===== src/rtl/mul_iter_core.sv =====
// Iterative FP16 multiplier front end: sign, biased exponent and raw 22-bit mantissa product.
// Build option MUL_RADIX4_EN selects a radix-4 iteration (6 cycles) instead of radix-2 (11 cycles).
module mul_iter_core #(
    parameter int EXP_BIAS = 15
) (
    input  logic        clk,
    input  logic        rst_n,
    input  logic        in_valid,
    output logic        in_ready,
    input  logic [15:0] a,
    input  logic [15:0] b,
    output logic        out_valid,
    input  logic        out_ready,
    output logic        out_sign,
    output logic [4:0]  out_exponent,
    output logic [21:0] out_mantissa_prod,
    output logic        out_zero
);

    // Handshake: a transfer happens on a rising edge where valid && ready are both high.
    // in_ready is high only in IDLE; out_valid is high only in DONE and holds until accepted.
`ifdef MUL_RADIX4_EN
    localparam int ITERS = 6;
    localparam int MW    = 12;
`else
    localparam int ITERS = 11;
    localparam int MW    = 11;
`endif
    localparam logic signed [6:0] BIAS7 = 7'(EXP_BIAS);

    typedef enum logic [1:0] {IDLE, MUL, DONE} state_t;

    state_t        state_q, state_d;
    logic [3:0]    cnt_q, cnt_d;
    logic [21:0]   acc_q, acc_d;
    logic [21:0]   mcand_q, mcand_d;
    logic [MW-1:0] mplier_q, mplier_d;
    logic [4:0]    ea_q, ea_d, eb_q, eb_d;
    logic          sgn_q, sgn_d;
    logic          out_sign_q, out_sign_d;
    logic [4:0]    out_exp_q, out_exp_d;
    logic [21:0]   out_mant_q, out_mant_d;
    logic          out_zero_q, out_zero_d;
    logic signed [6:0] e_sum;
`ifdef MUL_RADIX4_EN
    logic [21:0]   mc3_q, mc3_d;
`endif

    assign e_sum = $signed({2'b00, ea_q}) + $signed({2'b00, eb_q}) - BIAS7;

    always_comb begin
        state_d    = state_q;
        cnt_d      = cnt_q;
        acc_d      = acc_q;
        mcand_d    = mcand_q;
        mplier_d   = mplier_q;
        ea_d       = ea_q;
        eb_d       = eb_q;
        sgn_d      = sgn_q;
        out_sign_d = out_sign_q;
        out_exp_d  = out_exp_q;
        out_mant_d = out_mant_q;
        out_zero_d = out_zero_q;
`ifdef MUL_RADIX4_EN
        mc3_d      = mc3_q;
`endif
        in_ready   = (state_q == IDLE);
        out_valid  = (state_q == DONE);

        case (state_q)
            IDLE: begin
                cnt_d = 4'd0;
                acc_d = 22'd0;
                if (in_valid) begin
                    state_d  = MUL;
                    mcand_d  = {11'd0, 1'b1, a[9:0]};
                    mplier_d = MW'({1'b1, b[9:0]});
                    ea_d     = a[14:10];
                    eb_d     = b[14:10];
                    sgn_d    = a[15] ^ b[15];
`ifdef MUL_RADIX4_EN
                    mc3_d    = {11'd0, 1'b1, a[9:0]} + {10'd0, 1'b1, a[9:0], 1'b0};
`endif
                end
            end
            MUL: begin
`ifdef MUL_RADIX4_EN
                case (mplier_q[1:0])
                    2'd1:    acc_d = acc_q + mcand_q;
                    2'd2:    acc_d = acc_q + (mcand_q << 1);
                    2'd3:    acc_d = acc_q + mc3_q;
                    default: acc_d = acc_q;
                endcase
                mcand_d  = mcand_q << 2;
                mc3_d    = mc3_q << 2;
                mplier_d = mplier_q >> 2;
`else
                if (mplier_q[0]) acc_d = acc_q + mcand_q;
                mcand_d  = mcand_q << 1;
                mplier_d = mplier_q >> 1;
`endif
                cnt_d = cnt_q + 4'd1;
                if (cnt_q == 4'(ITERS - 1)) begin
                    // Zero and saturation override whatever the datapath produced.
                    state_d    = DONE;
                    out_sign_d = sgn_q;
                    if (ea_q == 5'd0 || eb_q == 5'd0 || e_sum < 7'sd1) begin
                        out_zero_d = 1'b1;
                        out_exp_d  = 5'd0;
                        out_mant_d = 22'd0;
                    end else if (e_sum > 7'sd30) begin
                        out_zero_d = 1'b0;
                        out_exp_d  = 5'd30;
                        out_mant_d = 22'h1FFFFF;
                    end else begin
                        out_zero_d = 1'b0;
                        out_exp_d  = e_sum[4:0];
                        out_mant_d = acc_d;
                    end
                end
            end
            DONE: begin
                if (out_ready) state_d = IDLE;
            end
            default: state_d = IDLE;
        endcase
    end

    always_ff @(posedge clk or negedge rst_n) begin
        if (!rst_n) begin
            state_q    <= IDLE;
            cnt_q      <= 4'd0;
            acc_q      <= 22'd0;
            mcand_q    <= 22'd0;
            mplier_q   <= '0;
            ea_q       <= 5'd0;
            eb_q       <= 5'd0;
            sgn_q      <= 1'b0;
            out_sign_q <= 1'b0;
            out_exp_q  <= 5'd0;
            out_mant_q <= 22'd0;
            out_zero_q <= 1'b0;
`ifdef MUL_RADIX4_EN
            mc3_q      <= 22'd0;
`endif
        end else begin
            state_q    <= state_d;
            cnt_q      <= cnt_d;
            acc_q      <= acc_d;
            mcand_q    <= mcand_d;
            mplier_q   <= mplier_d;
            ea_q       <= ea_d;
            eb_q       <= eb_d;
            sgn_q      <= sgn_d;
            out_sign_q <= out_sign_d;
            out_exp_q  <= out_exp_d;
            out_mant_q <= out_mant_d;
            out_zero_q <= out_zero_d;
`ifdef MUL_RADIX4_EN
            mc3_q      <= mc3_d;
`endif
        end
    end

    assign out_sign          = out_sign_q;
    assign out_exponent      = out_exp_q;
    assign out_mantissa_prod = out_mant_q;
    assign out_zero          = out_zero_q;

endmodule


===== config.mk =====
export PLATFORM = sky130hd
export DESIGN_NAME = mul_iter_core
export DESIGN_NICKNAME = d
export VERILOG_FILES = /design/src/rtl/mul_iter_core.sv
export SDC_FILE = /design/constraint.sdc
export NUM_CORES = 1
export LEC_CHECK = 0
export ABC_AREA = 1
export CAP_MARGIN = 25
export CORE_ASPECT_RATIO = 1.2
export CORE_MARGIN = 1
export CORE_UTILIZATION = 45
export CTS_CLUSTER_DIAMETER = 60
export DETAILED_ROUTE_END_ITERATION = 7
export GPL_TIMING_DRIVEN = 0
export PLACE_DENSITY = 0.69
export SYNTH_ARGS = -nofsm -noshare
export SYNTH_HDL_FRONTEND = slang
export SYNTH_SLANG_ARGS = --single-unit

===== constraint.sdc =====
create_clock -name clk -period 2.4 [get_ports clk]
set_input_delay 0.48 -clock clk [delete_from_list [all_inputs] [get_ports clk]]
set_output_delay 0.48 -clock clk [all_outputs]
set_load 0.01 [all_outputs]

# Yosys cells after proc, flatten, opt, wreduce, memory -nomap -nowiden
# Index checks and enable logic that the tools add are counted.
# classes
mux,16
eq_ne,6
add_sub_neg,4
magnitude_cmp,2
bitwise_logic,1
reduce_logical,10
# op_table
op,count
22-bit 2-to-1 mux,4
22-bit one-hot mux with 2 select lines,2
22-bit adder,1
11-bit one-hot mux with 2 select lines,1
11-bit 2-to-1 mux,1
5-bit zero test,2
5-bit 2-to-1 mux,2
4-bit one-hot mux with 2 select lines,1
"7-bit by 6-bit > comparator with 1-bit output, second input constant",1
"7-bit by 2-bit < comparator with 1-bit output, second input constant",1
"6-bit by 4-bit subtractor with 7-bit output, second input constant",1
5-bit by 5-bit adder with 6-bit output,1
2-bit 2-to-1 mux,3
2-bit one-hot mux with 3 select lines,1
2-bit AND reduction,3
"4-bit by 1-bit adder with 4-bit output, second input constant",1
"4-bit equality test, second input constant",1
"2-bit != test, second input constant",2
3-bit AND reduction,1
"2-bit by 1-bit equality test with 1-bit output, second input constant",1
"2-bit equality test, second input constant",1
2-bit zero test,1
1-bit logical OR,2
"2-bit by 1-bit != test with 1-bit output, second input constant",1
other kinds (3),3
# totals
wordCells,51
ff_bits,101
output_inout_bits,31
in_bits,36

# Depth between registers and ports, before layout
# Gate-level depths: netlist (run 1).
# depth
depth_word,5
mapped_depth,16
mapped_depth_nobuf,16

# Worst setup path after synthesis (run 1)
# No wires, ideal clock.
# synth_path
kind,reg-to-reg
start,register ea_q[1]
end,register out_mant_q[0] (netlist: out_mantissa_prod[0])
slack_ps,122
required_ps,2280
setup_time_ps,120
t_arrival_ps,2158
path_stages_with_launch,13
n_path_buf,1
period_less_slack_ps,2278
path_cell_list,dfrtp_1 > ha_1 > ha_1 > inv_1 > fa_1 > inv_1 > nor4_1 > nand3_1 > nand2_2 > inv_2 > buf_4 > o21ai_1 > nand2_1
# synth_between
elab_chain_cells,5
elab_cells_between_ends,9
classes_between,add/sub (2); order compare (2); mux (2); reduce/logical (3)
# synth_rtl
item,line,source
start: declaration,38,"logic [4:0] ea_q, ea_d, eb_q, eb_d;"
start signal: assignment,136,ea_q <= 5'd0;
start signal: assignment,152,ea_q <= ea_d;
5-bit by 5-bit adder with 6-bit output,49,"assign e_sum = $signed({2'b00, ea_q}) + $signed({2'b00, eb_q}) - BIAS7;"
6-bit by 4-bit subtractor with 7-bit output,49,
7-bit by 6-bit > comparator with 1-bit output or 7-bit by 2-bit < comparator with 1-bit output (tied branches),"111, 107",
22-bit 2-to-1 mux or 1-bit logical OR (tied branches),"111, 107",
22-bit 2-to-1 mux (*),107,if (ea_q == 5'd0 || eb_q == 5'd0 || e_sum < 7'sd1) begin
end signal: assignment,157,out_mant_q <= out_mant_d;
end: declaration,42,"logic [21:0] out_mant_q, out_mant_d;"
# Every way passes the cells marked *; elsewhere a longest branch is shown, timed or not.
# A chain may end at the register's enable or synchronous reset.

# Worst setup path in the final report (run 1)
# layout_path
start,register ea_q[1]
end,register out_mant_q[12] (netlist: out_mantissa_prod[12])
# Same word-level chain as after synthesis.

==> results.cfg, run 1 <==
[critical_path]
worst_setup_path_start_kind = register
critPathArrivalTime_ps = 2720
worstPathRequired_ps = 2650
critical-path-top-delay-family = adder cells
critPathMaxStageDelay_ps = 410
path_buf_inv = 4
crit_cells = 13
path_cells = ha_1, ha_2, inv_2, fa_2, buf_6, o21ai_4, xnor2_2, nand2_2, nand2_8, buf_4, inv_4, o21ai_2, nand2_1
crit_type = register to register
timing.reg2reg.setup_slack_ps = -70
worstPathMaxFanout = 7
slowest_stage = fa_2
endpoint_kind = register
reg2reg_depth = 13

[synthesis]
synthesis.area_mm2 = 0.00603
syn-instance-count = 829
synth-compound-area-share_pct = 10.5
yosysSeqAreaShare_pct = 41.9
synth_mux_area_share_pct = 0
synth_nets = 899
postSynthAreaPerCell_um2 = 7.27
synth-xor-area-share_pct = 1.31
synth_top_area_cell = dfrtp_1
yosys.area_share.simple_pct = 29.1
yosys.area.top_type_share_pct = 41.9
synth_top_family_by_area = simple AND/OR/NAND/NOR gates
synth-seq-cells = 101
yosys_warnings = 0
synthAdderAreaFrac_pct = 7.30
ys_types = 32
synthTopCellsByArea = dfrtp_1, nand2_1, inv_1

[global_routing]
grt_overflow = 0
grt.total_usage_pct = 24.3
grt_max_degree = 70
antenna_found_initial = 0
grt_pass1_wl_um = 25800
grt_pass1_vias = 5428

[layout]
synthToLayoutAreaGrowth_pct = 26.0
fill_cells = 1223
fin_area_mm2 = 0.00760
layout_common_cells = nand2_1, inv_1, dfrtp_1
final_common_cell = nand2_1
antenna_cells = 0
layout-drive-gt1-share_pct = 10.5
fin_util_pct = 59.2
nNetsFinal = 989

[sta]
hold_violations = 0
fin_skew_ps = 9.35
worst_slack_ps = -70.3
worst_slew_pin_slew_ps = 735
finalCriticalPeriod_ps = 2470
finalCritPeriodShare_pct = 103
final_max_slew_viol_count = 0
fmax_ghz = 0.405
maxSlewHeadroom_pct = 50.5
final-setup-viol-count = 23
rsz0062_at_grt = yes

[routing]
viasPerCell = 5.11
first_pass_iters = 5
wire_per_inst_um = 14.5
vias = 5555
drt_wl_total_um = 15800
dr.first_iter.drc_count = 373
drc_errors = 0
ant_nets = 0

[run_status]
outcome = finished, violations left
violations = negative setup slack

[placement]
hpwl_um = 11800
port_buffers = 66
place_area_mm2 = 0.00692
gp_congestion = 0.908

[clock_tree]
cts.clk_slew.worst_paths_ps = 70
tritoncts = built
cts_buffers = 9
clk_latency_ps = 360
cts_buffer_depth = 2
cts_sinks = 101
cts_htree_levels = 3
root_buffer = clkbuf_16

[die]
core-area_mm2 = 0.0128
dieArea_mm2 = 0.0139
initial_core_util_pct = 47.0
dieHeight_um = 129
io_pins = 67
fp-row-count = 45
die_width_um = 108

[power]
leakage_nw = 3.99
total_power_mw = 12.9
ir_worst_vdd_v = 0.000883
p_per_area_mw_per_mm2 = 1700

[hold_path]
hold_class = input pin to async pin

[run]
max-cap-violations = 0
-- layout make-up --
class | count | area [um2] | share of cell area (%)
multi-input combinational | 575 | 3120 | 41.1
tap | 164 | 205 | 2.70
timing repair inverter | 1 | 6.26 | 0.0824
clock buffer | 12 | 256 | 3.38
sequential | 101 | 2530 | 33.3
timing repair buffer | 80 | 812 | 10.7
inverter | 125 | 480 | 6.33
clock inverter | 4 | 53.8 | 0.708
buffer | 26 | 131 | 1.73
-- sequential cells by signal, summed over array words and instances, names as in the netlist --
register           cells
sgn_q                  1
mplier_q              11
cnt_q                  4
eb_q                   5
out_zero               1
out_sign               1
acc_q                 22
out_exponent           5
out_mantissa_prod     22
ea_q                   5
state_q                2
mcand_q               22
-- routing by layer --
layer / vias to the layer above / GRT usage (%) / wire length [um]
met3: 29 / 3.19 / 550
met1: 2571 / 29.6 / 6840
li1: 2826 / - / -
met2: 129 / 42.5 / 7890
met5: - / 0 / 0
met4: 0 / 11.0 / 499
-- repair_timing --
action,in CTS,in global routing
pin swaps,4,14
hold buffers,0,0
resized for setup,8,58
cloned,0,3
setup endpoints to repair,23,32
buffers inserted,1,10
-- power breakdown --
part,internal [mW],total [mW],leakage [nW],switching [mW]
Sequential,2.50,3.00,1.26,0.501
Combinational,3.26,8.37,2.58,5.11
Clock,0.872,1.53,0.151,0.662
-- worst paths after layout --
kind / endpoint / from
worst min-delay path: acc_q[8]$_DFFE_PN0P_ / rst_n
max in group asynchronous: state_q[1]$_DFFE_PN0P_ / rst_n
worst max register to register: out_mantissa_prod[12]$_DFFE_PN0P_ / ea_q[1]$_DFFE_PN0P_
min in group clk: out_sign$_DFFE_PN0P_ / out_sign$_DFFE_PN0P_
worst min register to register: out_sign$_DFFE_PN0P_ / out_sign$_DFFE_PN0P_
worst max-delay path: out_mantissa_prod[12]$_DFFE_PN0P_ / ea_q[1]$_DFFE_PN0P_
-- cells in the mapped netlist --
cell and number:
nor3_1 22, nand4_1 3, a22oi_1 2, nand2_1 302
fa_1 2, o22ai_1 19, nor4_1 2, clkbuf_1 15
o31ai_1 1, xor2_1 5, buf_1 4, buf_2 6
nand3b_1 4, o21ai_0 25, nor2_4 2, xnor2_1 4
ha_1 32, a21o_1 4, or2_2 3, nand2_2 2
o21ai_1 10, o21bai_1 1, a221oi_1 19, a21oi_1 21
buf_4 3, o21a_1 1, nand2_4 1, dfrtp_1 101
nor2_1 42, nand3_1 46, inv_1 120, inv_2 5
-- kinds of logic (layout without fill, tap and decap cells) --
logic type / after synthesis / count (layout)
adder cells (fa/ha/maj): 34 / 34
AND/OR/NAND/NOR: 429 / 429
buffers and inverters: 153 / 248
AO/OA/AOI/OAI: 103 / 103
flip-flops: 101 / 101
XOR/XNOR: 9 / 9
-- through the flow --
step                worst slack, ps  hold WS (ps)  cells  setup TNS (ps)
floorplan                       122           184    829               0
global placement              -3110           456   1059         -314120
detailed placement            -94.0           457   1060            -763
CTS                            4.47          88.4   1075               0
global route                   -190           120   1088           -4190
finish                        -70.3          77.7   1088            -967
Note: power is estimated with default switching activity, not from simulation.
==> run 2, diff against run 1 <==
Settings changed: SKIP_CTS_REPAIR_TIMING set to 1.
==> run 2 against run 1 <==
  * The flow still finishes with violations (negative setup slack)
  * Global-route usage decreased by 0.14 points
  * Total power decreased by 2.4%
  * Largest cell class unchanged
  * Die area unchanged
==> results.cfg, run 2 (same netlist as run 1, synthesis figures left out) <==
[run_status]
outcome = finished, violations left
violations = negative setup slack

[clock_tree]
clk_latency_ps = 360
cts_buffers = 9
root_buffer = clkbuf_16
tritoncts = built
cts_htree_levels = 3
cts_sinks = 101
cts.clk_slew.worst_paths_ps = 70
cts_buffer_depth = 2

[power]
p_per_area_mw_per_mm2 = 1680
ir_worst_vdd_v = 0.000798
p_int_mw = 6.52
leakage_nw = 3.97
total_power_mw = 12.6
p_sw_mw = 6.08
p_seq_share_pct = 23.8
netSwitchingFraction_pct = 48.3
p_clk_share_pct = 12.2
combPwrFrac_pct = 64.0

[layout]
nNetsFinal = 988
synthToLayoutAreaGrowth_pct = 24.6
antenna_cells = 0
layout_common_cells = nand2_1, inv_1, dfrtp_1
fill_cells = 1235
layout-drive-gt1-share_pct = 9.21
final_common_cell = nand2_1

[global_routing]
met3_usage_pct = 3.19
grt_use_met1_pct = 29.5
grt_pass1_vias = 5419
grt.total_usage_pct = 24.1
top_usage_layer = met2
grt.met2_usage_pct = 42.2
grt_overflow = 0
grt_max_degree = 70
antenna_found_initial = 0
grt_pass1_wl_um = 25700

[routing]
wire_per_inst_um = 14.6
first_pass_iters = 5
drt_wl_total_um = 15800
dr.first_iter.drc_count = 329
viasPerCell = 5.07
ant_nets = 0
drc_errors = 0
vias = 5510

[sta]
rsz0062_at_grt = yes
fmax_ghz = 0.398
final-setup-viol-count = 26
timing.hold.ws_ps = 77.6
finalCriticalPeriod_ps = 2510
fin_skew_ps = 7.35
finalCritPeriodShare_pct = 105
maxSlewHeadroom_pct = 55.7
hold_violations = 0
worst_slew_pin_slew_ps = 664
worst_slack_ps = -110
final_max_slew_viol_count = 0

[critical_path]
path_buf_inv = 2
crit_type = register to register
worst_setup_path_start_kind = register
timing.reg2reg.setup_slack_ps = -110
critical-path-top-delay-family = adder cells
reg2reg_depth = 13
endpoint_kind = register
path_cells = ha_1, ha_2, inv_2, fa_2, xnor2_4, nand3_1, nor2_1, nand2_1, nand2_2, nand2_4, buf_6, a21oi_1, a21o_1
worstPathRequired_ps = 2700
critPathMaxStageDelay_ps = 400
critPathArrivalTime_ps = 2810
slowest_stage = dfrtp_1
crit_cells = 13
worstPathMaxFanout = 6

[placement]
hpwl_um = 11800
port_buffers = 66
gp_congestion = 0.908

[die]
io_pins = 67
dieArea_mm2 = 0.0139
die_width_um = 108
core-area_mm2 = 0.0128
dieHeight_um = 129
initial_core_util_pct = 47.0
fp-row-count = 45

[run]
max-cap-violations = 0

[hold_path]
hold_class = input pin to async pin
[run 2: per-layer routing]
layer,share of wire (%),up-vias,wire (um)
met2,51,123,8020
met1,43,2542,6850
met3,3.4,24,544
met4,2.7,0,434
met5,0,-,0
li1,-,2821,-
[run 2: power by group through the flow]
stage	Clock [mW]	Combinational, mW	Sequential (mW)
5_1_grt	1.62	9.09	3.08
2_1_floorplan	0	4.91	2.98
6_report	1.54	8.06	3.00
4_1_cts	1.55	7.06	3.00
3_3_place_gp	0	6.91	3.01
3_5_place_dp	0	7.02	3.02
[run 2: area by class of cell]
cell class | instances | area, um2 | area share [%]
clock buffers | 12 | 256 | 3.41
inverters | 125 | 478 | 6.36
flip-flops and latches | 101 | 2530 | 33.6
clock inverters | 4 | 53.8 | 0.716
plain buffers | 27 | 143 | 1.90
well taps | 164 | 205 | 2.73
repair buffers | 79 | 801 | 10.7
multi-input cells | 575 | 3050 | 40.6
[run 2: worst register-to-register path, stage by stage (launching register included)]
cell     delay, ps
dfrtp_1        400
ha_1           290
ha_2           180
inv_2           40
fa_2           400
xnor2_4        230
nand3_1        100
nor2_1         130
nand2_1         90
nand2_2         90
nand2_4        110
buf_6          160
a21oi_1        130
a21o_1         100
[run 2: metrics by stage]
step	cell area, um2	worst slack [ps]	util, %	cells	TNS [ps]
floorplan	6030	122	-	829	0
global route	7520	-249	58.6	1087	-4880
detailed placement	6920	-94.0	53.9	1060	-763
global placement	6900	-3110	53.7	1059	-314120
CTS	7230	-337	56.3	1076	-1530
finish	7520	-110	58.6	1087	-1640
[run 2: final timing paths]
kind | end | startpoint
setup / recovery | out_mantissa_prod[4]$_DFFE_PN0P_ | ea_q[1]$_DFFE_PN0P_
hold / removal | acc_q[8]$_DFFE_PN0P_ | rst_n
setup reg to reg | out_mantissa_prod[4]$_DFFE_PN0P_ | ea_q[1]$_DFFE_PN0P_
hold reg to reg | out_sign$_DFFE_PN0P_ | out_sign$_DFFE_PN0P_
max in group asynchronous | state_q[0]$_DFFE_PN0P_ | rst_n
min in group clk | out_sign$_DFFE_PN0P_ | out_sign$_DFFE_PN0P_
